`src/rtl/dmem_arbiter_if.sv`:
```
// Bus bundle between the CPU and debug requesters, the data-memory arbiter and the RAM.
// The arbiter uses the slave view; the environment (CPU, loader, RAM) uses the master view.
interface dmem_arbiter_if #(
  parameter int AW = 32,
  parameter int DW = 32
);
  logic          req0;
  logic [1:0]    we0;
  logic [AW-1:0] addr0;
  logic [DW-1:0] wdata0;
  logic          ack0;
  logic [DW-1:0] rdata0;
  logic          cpu_stall;

  logic          req1;
  logic [1:0]    we1;
  logic [AW-1:0] addr1;
  logic [DW-1:0] wdata1;
  logic          ack1;
  logic [DW-1:0] rdata1;

  logic          mem_en;
  logic [1:0]    mem_we;
  logic [AW-1:0] mem_addr;
  logic [DW-1:0] mem_wdata;
  logic [DW-1:0] mem_rdata;

  modport slave (
    input  req0, we0, addr0, wdata0,
    output ack0, rdata0, cpu_stall,
    input  req1, we1, addr1, wdata1,
    output ack1, rdata1,
    output mem_en, mem_we, mem_addr, mem_wdata,
    input  mem_rdata
  );

  modport master (
    output req0, we0, addr0, wdata0,
    input  ack0, rdata0, cpu_stall,
    output req1, we1, addr1, wdata1,
    input  ack1, rdata1,
    input  mem_en, mem_we, mem_addr, mem_wdata,
    output mem_rdata
  );
endinterface

```
`src/rtl/dmem_arbiter.sv`:
```
// Serialises CPU (port 0) and debug/loader (port 1) accesses onto one synchronous data RAM.
// Build option ARB_ROUND_ROBIN_EN: alternate ties between ports; otherwise the CPU wins ties.
module dmem_arbiter #(
  parameter int AW = 32,
  parameter int DW = 32
) (
  input  logic          clk,
  input  logic          rst,
  dmem_arbiter_if.slave bus
);

  typedef enum logic [1:0] {
    IDLE   = 2'd0,
    ACCESS = 2'd1,
    RESP   = 2'd2
  } state_t;

  state_t state_r;
  logic   winner_r;
  logic   last_r;
  logic   any_req_s;
  logic   grant_s;

  // Stall the CPU while its request is outstanding and not yet acknowledged.
  assign bus.cpu_stall = bus.req0 & ~bus.ack0;

  // Pick the port to serve from the requests visible this cycle.
  always_comb begin
    any_req_s = bus.req0 | bus.req1;
    grant_s   = 1'b0;
    if (bus.req0 && bus.req1) begin
`ifdef ARB_ROUND_ROBIN_EN
      grant_s = ~last_r;
`else
      // Fixed priority: the pointer is still tracked but never steers a tie.
      grant_s = last_r & 1'b0;
`endif
    end else if (bus.req1) begin
      grant_s = 1'b1;
    end else begin
      grant_s = 1'b0;
    end
  end

  // Access sequencer: latch command, pulse RAM enable, return ack/data, release.
  always_ff @(posedge clk or negedge rst) begin
    if (!rst) begin
      state_r       <= IDLE;
      winner_r      <= 1'b0;
      last_r        <= 1'b1;
      bus.mem_en    <= 1'b0;
      bus.mem_we    <= 2'b00;
      bus.mem_addr  <= {AW{1'b0}};
      bus.mem_wdata <= {DW{1'b0}};
      bus.ack0      <= 1'b0;
      bus.ack1      <= 1'b0;
      bus.rdata0    <= {DW{1'b0}};
      bus.rdata1    <= {DW{1'b0}};
    end else begin
      case (state_r)
        IDLE: begin
          if (any_req_s) begin
            winner_r      <= grant_s;
            bus.mem_en    <= 1'b1;
            bus.mem_we    <= grant_s ? bus.we1    : bus.we0;
            bus.mem_addr  <= grant_s ? bus.addr1  : bus.addr0;
            bus.mem_wdata <= grant_s ? bus.wdata1 : bus.wdata0;
            state_r       <= ACCESS;
          end else begin
            bus.mem_en <= 1'b0;
            state_r    <= IDLE;
          end
        end
        ACCESS: begin
          bus.mem_en <= 1'b0;
          bus.mem_we <= 2'b00;
          // Read data is captured only for loads; stores leave rdata untouched.
          if (winner_r) begin
            bus.ack1 <= 1'b1;
            if (bus.mem_we == 2'b00) begin
              bus.rdata1 <= bus.mem_rdata;
            end else begin
              bus.rdata1 <= bus.rdata1;
            end
          end else begin
            bus.ack0 <= 1'b1;
            if (bus.mem_we == 2'b00) begin
              bus.rdata0 <= bus.mem_rdata;
            end else begin
              bus.rdata0 <= bus.rdata0;
            end
          end
          state_r <= RESP;
        end
        RESP: begin
          bus.ack0 <= 1'b0;
          bus.ack1 <= 1'b0;
          last_r   <= winner_r;
          state_r  <= IDLE;
        end
        default: begin
          bus.mem_en <= 1'b0;
          bus.mem_we <= 2'b00;
          bus.ack0   <= 1'b0;
          bus.ack1   <= 1'b0;
          state_r    <= IDLE;
        end
      endcase
    end
  end

endmodule
```
`src/flat_wrapper.sv`:
```
// flat-port wrapper written by rule: the top's interface ports become plain ports
module dmem_arbiter_flat 
#(
  parameter int AW = 32,
  parameter int DW = 32
)
  (clk, rst, bus_req0, bus_we0, bus_addr0, bus_wdata0, bus_ack0, bus_rdata0, bus_cpu_stall, bus_req1, bus_we1, bus_addr1, bus_wdata1, bus_ack1, bus_rdata1, bus_mem_en, bus_mem_we, bus_mem_addr, bus_mem_wdata, bus_mem_rdata);
  dmem_arbiter_if #(.AW(AW), .DW(DW)) bus_i ();
  input  logic clk;
  input  logic rst;
  input wire logic [$bits(bus_i.req0)-1:0] bus_req0;
  input wire logic [$bits(bus_i.we0)-1:0] bus_we0;
  input wire logic [$bits(bus_i.addr0)-1:0] bus_addr0;
  input wire logic [$bits(bus_i.wdata0)-1:0] bus_wdata0;
  output wire logic [$bits(bus_i.ack0)-1:0] bus_ack0;
  output wire logic [$bits(bus_i.rdata0)-1:0] bus_rdata0;
  output wire logic [$bits(bus_i.cpu_stall)-1:0] bus_cpu_stall;
  input wire logic [$bits(bus_i.req1)-1:0] bus_req1;
  input wire logic [$bits(bus_i.we1)-1:0] bus_we1;
  input wire logic [$bits(bus_i.addr1)-1:0] bus_addr1;
  input wire logic [$bits(bus_i.wdata1)-1:0] bus_wdata1;
  output wire logic [$bits(bus_i.ack1)-1:0] bus_ack1;
  output wire logic [$bits(bus_i.rdata1)-1:0] bus_rdata1;
  output wire logic [$bits(bus_i.mem_en)-1:0] bus_mem_en;
  output wire logic [$bits(bus_i.mem_we)-1:0] bus_mem_we;
  output wire logic [$bits(bus_i.mem_addr)-1:0] bus_mem_addr;
  output wire logic [$bits(bus_i.mem_wdata)-1:0] bus_mem_wdata;
  input wire logic [$bits(bus_i.mem_rdata)-1:0] bus_mem_rdata;
  assign bus_i.req0 = bus_req0;
  assign bus_i.we0 = bus_we0;
  assign bus_i.addr0 = bus_addr0;
  assign bus_i.wdata0 = bus_wdata0;
  assign bus_ack0 = bus_i.ack0;
  assign bus_rdata0 = bus_i.rdata0;
  assign bus_cpu_stall = bus_i.cpu_stall;
  assign bus_i.req1 = bus_req1;
  assign bus_i.we1 = bus_we1;
  assign bus_i.addr1 = bus_addr1;
  assign bus_i.wdata1 = bus_wdata1;
  assign bus_ack1 = bus_i.ack1;
  assign bus_rdata1 = bus_i.rdata1;
  assign bus_mem_en = bus_i.mem_en;
  assign bus_mem_we = bus_i.mem_we;
  assign bus_mem_addr = bus_i.mem_addr;
  assign bus_mem_wdata = bus_i.mem_wdata;
  assign bus_i.mem_rdata = bus_mem_rdata;
  dmem_arbiter #(.AW(AW), .DW(DW)) u_core (.clk(clk), .rst(rst), .bus(bus_i));
endmodule
```
`config.mk`:
```
export PLATFORM = sky130hd
export DESIGN_NAME = dmem_arbiter_flat
export DESIGN_NICKNAME = d
export VERILOG_FILES = /design/src/rtl/dmem_arbiter_if.sv /design/src/rtl/dmem_arbiter.sv /design/src/flat_wrapper.sv
export SDC_FILE = /design/constraint.sdc
export NUM_CORES = 1
export LEC_CHECK = 0
export CAP_MARGIN = 30
export CORE_MARGIN = 5
export CORE_UTILIZATION = 40
export DETAILED_ROUTE_END_ITERATION = 16
export PLACE_DENSITY_LB_ADDON = 0.1
export SLEW_MARGIN = 20
export SYNTH_ARGS = -nofsm -noshare
export SYNTH_HDL_FRONTEND = slang
export SYNTH_SLANG_ARGS = --single-unit
```
`constraint.sdc`:
```
create_clock -name clk -period 3.33 [get_ports clk]
set_clock_uncertainty 0.05 [all_clocks]
set_input_delay 0.333 -clock clk [delete_from_list [all_inputs] [get_ports clk]]
set_output_delay 0.333 -clock clk [all_outputs]
set_load 0.02 [all_outputs]
```
# == Word level (Yosys, flattened, before mapping) ==
# Index checks and enable logic that the tools add are counted.
# totals
regBits,136
inputBits,168
out_inout_bits,134
word_cells,45
# op_classes
n_eq_ne,5
n_mux,15
n_bitwise,6
n_reduce_logical,9
# ops
cell,n
$mux 32,2
$pmux 2 s2,2
$reduce_and 2->1,4
$mux 1,6
$pmux 1 s2,3
$reduce_and 3->1,2
$logic_not 2->1,2
$mux 2,2
$ne 2x1->1 const B,2
$not 1->1,4
$eq 2x1->1 const B,1
$eq 2x2->1 const B,1
$ne 2x2->1 const B,1
$and 1x1->1,1
$logic_and 1x1->1,1
$or 1x1->1,1

# == Logic depth before layout (Yosys ltp) ==
# Gate-level depths: netlist of the first run.
# logic_depth
ltp_word,5
mapped_depth,5
mapped_depth_nobuf,3

# == Worst setup path after synthesis of the first run ==
# No wires, ideal clock.
# synth_path
path_type,reg2reg
startpoint,register u_core.bus.mem_we[1]
endpoint,register u_core.bus.rdata0[10]
setup_time_ns,0.127
t_arrival_ns,1.498
t_required_ns,3.153
path_slack_ns,1.655
path_stages_with_launch,6
path_buffers,2
synth_period_minus_slack_ns,1.675
path_cell_list,dfrtp_1 > nor4b_4 > and2_1 > buf_8 > buf_12 > mux2_1
# synth_between
elab_chain_cells,2
# synth_lines
item,line,rtl
start: declaration,dmem_arbiter_if.sv:33,"output mem_en, mem_we, mem_addr, mem_wdata,"
start signal: assignment,dmem_arbiter.sv:65,bus.mem_we <= grant_s ? bus.we1 : bus.we0;
$logic_not 2->1,dmem_arbiter.sv:87,if (bus.mem_we == 2'b00) begin
$reduce_and 3->1 (no line),-,
end signal: assignment,dmem_arbiter.sv:57,bus.rdata0 <= {DW{1'b0}};
end signal: assignment,dmem_arbiter.sv:88,bus.rdata0 <= bus.mem_rdata;
end signal: assignment,dmem_arbiter.sv:90,bus.rdata0 <= bus.rdata0;
end: declaration,dmem_arbiter_if.sv:30,"output ack0, rdata0, cpu_stall,"
# Every way passes these cells.
# A chain may end at the register's enable or synchronous reset.

# == Final worst setup path of the first run ==
# layout_path
startpoint,register u_core.state_r[1]
endpoint,register u_core.bus.mem_addr[13]
# layout_between
elab_chain_cells,2
# layout_lines
item,line,rtl
start: declaration,dmem_arbiter.sv:18,state_t state_r;
start signal: assignment,dmem_arbiter.sv:48,state_r <= IDLE;
start signal: assignment,dmem_arbiter.sv:68,state_r <= ACCESS;
start signal: assignment,dmem_arbiter.sv:71,state_r <= IDLE;
$logic_not 2->1,dmem_arbiter.sv:60,case (state_r)
$reduce_and 2->1 (no line),-,
end signal: assignment,dmem_arbiter.sv:53,bus.mem_addr <= {AW{1'b0}};
end signal: assignment,dmem_arbiter.sv:66,bus.mem_addr <= grant_s ? bus.addr1 : bus.addr0;
end: declaration,dmem_arbiter_if.sv:33,
# Every way passes these cells.

==> results of run 1 <==
==> per-layer routing <==
layer	up-vias	share of wire, %	track usage, %
li1	1958	-	-
met1	2021	38	20.9
met2	198	49	31.6
met3	37	9.7	7.94
met4	0	3.1	8.03
met5	-	0	0
==> cells by family (layout without fill, tap and decap cells) <==
| kind of cell | after synthesis | count (layout) |
|---|---|---|
| AO/OA/AOI/OAI | 11 | 11 |
| multiplexers | 192 | 192 |
| buffers and inverters | 24 | 341 |
| flip-flops | 136 | 136 |
| AND/OR/NAND/NOR | 12 | 12 |
==> metrics by stage <==
step | hold WS (ns) | instance area (µm²) | util, %
2_1_floorplan | -0.0126 | 5970 | -
3_3_place_gp | 0.412 | 9040 | 62.0
3_5_place_dp | 0.416 | 9040 | 62.0
4_1_cts | 0.438 | 9610 | 65.8
5_1_grt | 0.449 | 9610 | 65.8
6_report | 0.434 | 9610 | 65.8
==> path summary, 6_finish.rpt <==
kind | endpoint | slack [ns] | cells past startpoint
hold / removal | u_core.bus.rdata0[30] | 0.43 | 1
min in group asynchronous | u_core.bus.rdata0[16] | 0.50 | 2
setup / recovery | u_core.bus.mem_addr[13] | 1.22 | 4
hold reg to reg | u_core.bus.rdata0[30] | 0.43 | 1
max in group asynchronous | u_core.bus.rdata0[9] | 1.80 | 3
setup reg to reg | u_core.bus.mem_addr[13] | 1.22 | 4
==> critical path: stages, from the launching register on <==
cell and delay [ns]:
dfrtp_1 0.49, nor2_1 0.21, o21a_2 0.51, buf_12 0.32, mux2_2 0.38
==> power breakdown <==
| group | switching, mW | internal (mW) | total, mW |
|---|---|---|---|
| Combinational | 2.10 | 2.45 | 4.55 |
| Clock | 0.726 | 1.03 | 1.76 |
| Sequential | 0.455 | 2.51 | 2.96 |
| Total | 3.28 | 5.99 | 9.28 |
==> cell usage in the layout (no fill, tap or decap), types with 3 or more instances in the layout <==
master / n
mux2_2: 120
inv_1: 3
clkinv_4: 4
clkinv_2: 4
buf_12: 3
nor2_1: 6
a21oi_1: 4
clkbuf_16: 17
inv_6: 3
dfrtp_1: 136
clkdlybuf4s50_1: 300
mux2_1: 72
==> layout make-up <==
cell class | count | area, µm² | share of cell area, %
inverters | 3 | 11.3 | 0.117
flip-flops and latches | 136 | 3400 | 35.4
multi-input cells | 215 | 2320 | 24.1
well taps | 184 | 230 | 2.40
clock buffers | 18 | 429 | 4.47
repair buffers | 306 | 3090 | 32.1
clock inverters | 14 | 126 | 1.32
==> registers in the layout, indices dropped and copies added (netlist names) <==
name,flops
u_core.bus.ack1,1
u_core.bus.mem_addr,32
u_core.state_r,2
u_core.bus.rdata1,32
u_core.winner_r,1
u_core.bus.mem_en,1
u_core.bus.mem_we,2
u_core.bus.rdata0,32
u_core.bus.ack0,1
u_core.bus.mem_wdata,32
==> metrics.yaml, run 1 <==
logic_synthesis:
  synthMuxAreaShare_pct: 36.2
  syn_inst: 375
  synth_fp_nets: 543
  yosys_most_used_dff: "dfrtp_1"
  synth_edf_count: 0
  ys_types: 21
  syn-mean-instance-area_um2: 15.9
  synthTopCellsByCount: "136 x dfrtp_1, 120 x mux2_2, 72 x mux2_1"
  syn_area_um2: 5970
  yosysTopAreaCell: "dfrtp_1"
  synth_top_family_by_area: "multiplexers"
  synth-xor-area-share_pct: 0
  synth.area.top_cells: "dfrtp_1 57%, mux2_2 23%, mux2_1 14%"
  synth_compound_area_share_pct: 1.21
  ys_seq_area_share_pct: 57.0
  synth_fa_ha_area_share_pct: 0
  synthSimpleGateAreaFrac_pct: 1.38
  post-synth-top-count-cell: "dfrtp_1"
  yosysWarningCount: 0
  ys_ff_latch: 136
  async_flop_share_pct: 100
  synth_top_area_share_pct: 57.0
sta:
  setup_viol: 0
  rsz0062_at_grt: "no"
  fmax_mhz: 474
  fin_setup_tns_ns: 0
  timing.final.ws_setup_ns: 1.22
  layout_min_cycle_time_ns: 2.11
  worst_slew_pin_slew_ns: 0.820
  slew_headroom_pct: 45.1
  finalCritPeriodShare_pct: 63.3
  hold_viol_final: 0
  drv_slew: 0
setup_path:
  end_kind: "flip-flop"
  required_ns: 3.57
  rr_startpoint: "u_core.state_r[1]"
  cp-start-kind: "flip-flop"
  cp-startpoint: "u_core.state_r[1]"
  worstSetupPathType: "reg2reg"
  worstPathMaxFanout: 46
  arrival_ns: 2.35
clock_network:
  path_clk_slew_ns: 0.06
  cts_made_buffers: 17
  cts_tree: "yes"
  post_cts_buffers: 0
  cts.repair.resized: 0
  ctsHoldBuffers: 1
  h-tree-depth: 4
  clock-sinks: 136
  cts_buffer_depth: 2
  clock_latency_ns: 0.41
  ctsRootBufferMaster: "clkbuf_16"
floorplanning:
  core_area_um2: 14600
  initial_core_util_pct: 40.9
  die_x_um: 132
  ios: 302
  rows: 44
  dieArea_um2: 17500
  die_y_um: 132
routing:
  viasPerCell: 4.81
  wire_per_inst_um: 18.8
  first_pass_iters: 4
  wl_um: 16400
  drc: 0
  num_vias: 4214
  first_iter_violations: 131
  ant_nets: 0
global_route:
  grt_max_degree: 77
  grtUsageTotal_pct: 18.8
  overflow: 0
  grt_pass1_wl_um: 26000
  grt_pass1_vias: 4743
  antenna_found_initial: 0
placement:
  portBuffers: 301
  gp_congestion: 0.766
  hpwl_um: 12500
  pre_cts_ws_ns: 0.900
  dpl.cell_count: 843
cells_and_area:
  final_layout_size_suffix_gt1_share_pct: 23.3
  final_cells: 876
  area_delta_synth_final_pct: 60.8
  final_nets: 847
  antenna_cells: 0
  fillCellCount: 1109
min_path:
  hp-class: "reg2reg"
  min_from: "u_core.bus.rdata0[30]"
power:
  p_total_mw: 9.28
  powerDensity_nw_per_um2: 966
  power.leakage_nw: 3.93
  ir_drop_uv: 475
status:
  status: "finished clean"
run:
  cap_violations: 0
Note: power is estimated with default switching activity, not from simulation.
==> run 2, diff against run 1 <==
--- a/config.mk
+++ b/config.mk
@@ -7,7 +7,7 @@
 export LEC_CHECK = 0
 export CAP_MARGIN = 30
 export CORE_MARGIN = 5
-export CORE_UTILIZATION = 40
+export CORE_UTILIZATION = 36
 export DETAILED_ROUTE_END_ITERATION = 16
 export PLACE_DENSITY_LB_ADDON = 0.1
 export SLEW_MARGIN = 20
==> constraint.sdc (replaced) <==
create_clock -name clk -period 1.9 [get_ports clk]
set_clock_uncertainty 0.05 [all_clocks]
set_input_delay 0.19 -clock clk [delete_from_list [all_inputs] [get_ports clk]]
set_output_delay 0.19 -clock clk [all_outputs]
set_load 0.02 [all_outputs]
==> metrics.yaml, run 2 (synthesized netlist as in run 1, its figures left out) <==
routing:
  wire_per_inst_um: 18.1  # -3.8%
  viasPerCell: 4.63  # -3.7%
  first_iter_violations: 71  # -46%
  wl_um: 16700  # +1.4%
  ant_nets: 0  # unchanged
  drc: 0  # unchanged
  first_pass_iters: 4  # unchanged
  num_vias: 4278  # +1.5%
sta:
  finalCritPeriodShare_pct: 91.9
  fin_setup_tns_ns: 0  # unchanged
  hold_viol_final: 0  # unchanged
  layout_min_cycle_time_ns: 1.75
  setup_viol: 0  # unchanged
  hold_ws_ns: 0.218  # -0.216 ns
  fmax_mhz: 573
  worst_slew_pin_slew_ns: 0.358  # -0.462 ns
  rsz0062_at_grt: "no"
  slew_headroom_pct: 76.1  # +31 points
  drv_slew: 0  # unchanged
floorplanning:
  dieArea_um2: 19300  # +10%
  rows: 47  # +6.8%
  ios: 302  # unchanged
  die_x_um: 139  # +5.0%
  core_area_um2: 16400  # +12%
  initial_core_util_pct: 36.4  # -4.5 points
  die_y_um: 139  # +5.0%
cells_and_area:
  multiInputGateArea_um2: 2320  # unchanged
  stdcell_area_um2: 9830  # +2.4%
  antenna_cells: 0  # unchanged
  final_nets: 859  # +1.4%
  area_delta_synth_final_pct: 64.6
  final_layout_size_suffix_gt1_share_pct: 24.6  # +1.3 points
  fillCellCount: 1278  # +15%
  regArea_um2: 3400  # unchanged
  final_cells: 923  # +5.4%
  final_common_cell: "clkdlybuf4s50_1"
  layout_common_cells: "299 x clkdlybuf4s50_1, 136 x dfrtp_1, 120 x mux2_2, 72 x mux2_1, 17 x clkbuf_16"
  fin_util_pct: 59.9  # -5.9 points
clock_network:
  h-tree-depth: 4  # unchanged
  post_cts_buffers: 0  # unchanged
  path_clk_slew_ns: 0.06  # about the same
  cts_made_buffers: 17  # unchanged
  clock-sinks: 136  # unchanged
  cts_tree: "yes"
  cts_buffer_depth: 2  # unchanged
  clock_latency_ns: 0.40  # about the same
  ctsRootBufferMaster: "clkbuf_16"
power:
  ir_drop_uv: 1020  # +120%
  sequentialPowerShare_pct: 31.3  # -0.7 points
  p_sw_mw: 5.71  # +74%
  powerDensity_nw_per_um2: 1680  # +74%
  internal_power_mw: 10.8  # +81%
  switching_share_pct: 34.5  # -0.88 points
  power.leakage_nw: 4.03  # +2.6%
  power_frac_comb_pct: 49.2  # about the same
  clkPwrFrac_pct: 19.5  # +0.5 points
global_route:
  overflow: 0  # unchanged
  antenna_found_initial: 0  # unchanged
  grtUsageTotal_pct: 17.3  # -1.5 points
  grt_pass1_vias: 4784  # +0.86%
  grt_pass1_wl_um: 26400  # +1.6%
  grt_max_degree: 54  # -30%
setup_path:
  worstPathMaxFanout: 3  # -93%
  slowest_stage: "clkdlybuf4s50_1"
  path_delay_family: "buffers and inverters"
  arrival_ns: 1.51  # -0.84 ns
  path_cells: "clkdlybuf4s50_1"
  worstReg2RegEnd: "u_core.bus.rdata0[30]"
  cp-start-kind: "flip-flop"
  slowest_delay_ns: 0.67  # +0.16 ns
  ff2ff_setup_slack_ns: 0.16  # -1.06 ns
  reg2reg_depth: 4  # unchanged
  end_kind: "output port"
  required_ns: 1.66  # -1.91 ns
  cp-startpoint: "u_core.bus.mem_we[0]"
  rr_startpoint: "u_core.state_r[1]"
  worstSetupPathType: "reg2out"
  path_buf_inv: 1  # unchanged
placement:
  hpwl_um: 12800  # +2.4%
  portBuffers: 301  # unchanged
  gp_congestion: 0.814  # +6.3%
  dpl.cell_count: 891  # +5.7%
  place_area_um2: 9230  # +2.1%
run:
  cap_violations: 0  # unchanged
status:
  status: "finished clean"
min_path:
  hp-class: "in2async"
==> run 2: changes by cell type in the layout (fill, tap and decap cells not counted), moves of 3 or more <==
cell	change
inv_6	-3
clkbuf_8	+3
buf_4	+7
buf_12	+4
==> run 2: worst max path at each step <==
| stage | end | slack [ns] | cells past startpoint |
|---|---|---|---|
| 6_report | bus_mem_we[0] | 0.15 | 1 |
| 5_1_grt | bus_mem_we[0] | 0.06 | 1 |
| 4_1_cts | bus_cpu_stall | 0.03 | 5 |
| 3_5_place_dp | u_core.bus.mem_addr[9] | -0.03 | 5 |
| 3_3_place_gp | u_core.bus.mem_addr[9] | -0.02 | 5 |
| 2_1_floorplan | u_core.bus.rdata0[10] | 0.22 | 5 |
==> run 2: layout make-up <==
| class | count | share of cell area, % |
|---|---|---|
| Multi-Input combinational cell | 215 | 23.6 |
| Sequential cell | 136 | 34.6 |
| Inverter | 3 | 0.115 |
| Clock inverter | 11 | 1.26 |
| Tap cell | 220 | 2.80 |
| Timing Repair Buffer | 318 | 32.9 |
| Clock buffer | 20 | 4.75 |
==> run 2: stage by stage <==
step	worst slack [ns]	total power, mW
final	0.154	16.6
after global routing	0.0597	17.4
after CTS	0.0272	16.8
after detailed placement	-0.0270	13.5
after global placement	-0.0211	13.3
after floorplan	0.225	9.44
==> run 2: per-layer routing <==
layer	vias to the layer above	GRT usage, %	part of all wire, %
li1	1979	-	-
met1	2108	18.7	38
met2	173	30.8	52
met3	18	6.83	8.3
met4	0	6.18	1.8
met5	-	0	0
==> run 2: repair_timing <==
| item | in CTS | in global routing |
|---|---|---|
| hold buffers | 1 | 0 |
| endpoints found under the setup margin | 0 | 1 |
| hold endpoints to repair | 45 | 0 |
| gates resized for setup | 0 | 1 |
==> run 2: power by group through the flow <==
| stage | combinational, mW | sequential (mW) | clock [mW] |
|---|---|---|---|
| after global placement | 8.15 | 5.17 | 0 |
| after floorplan | 2.47 | 6.98 | 0 |
| after CTS | 8.30 | 5.22 | 3.32 |
| after global routing | 8.57 | 5.40 | 3.45 |
| after detailed placement | 8.27 | 5.24 | 0 |
| final | 8.14 | 5.19 | 3.23 |
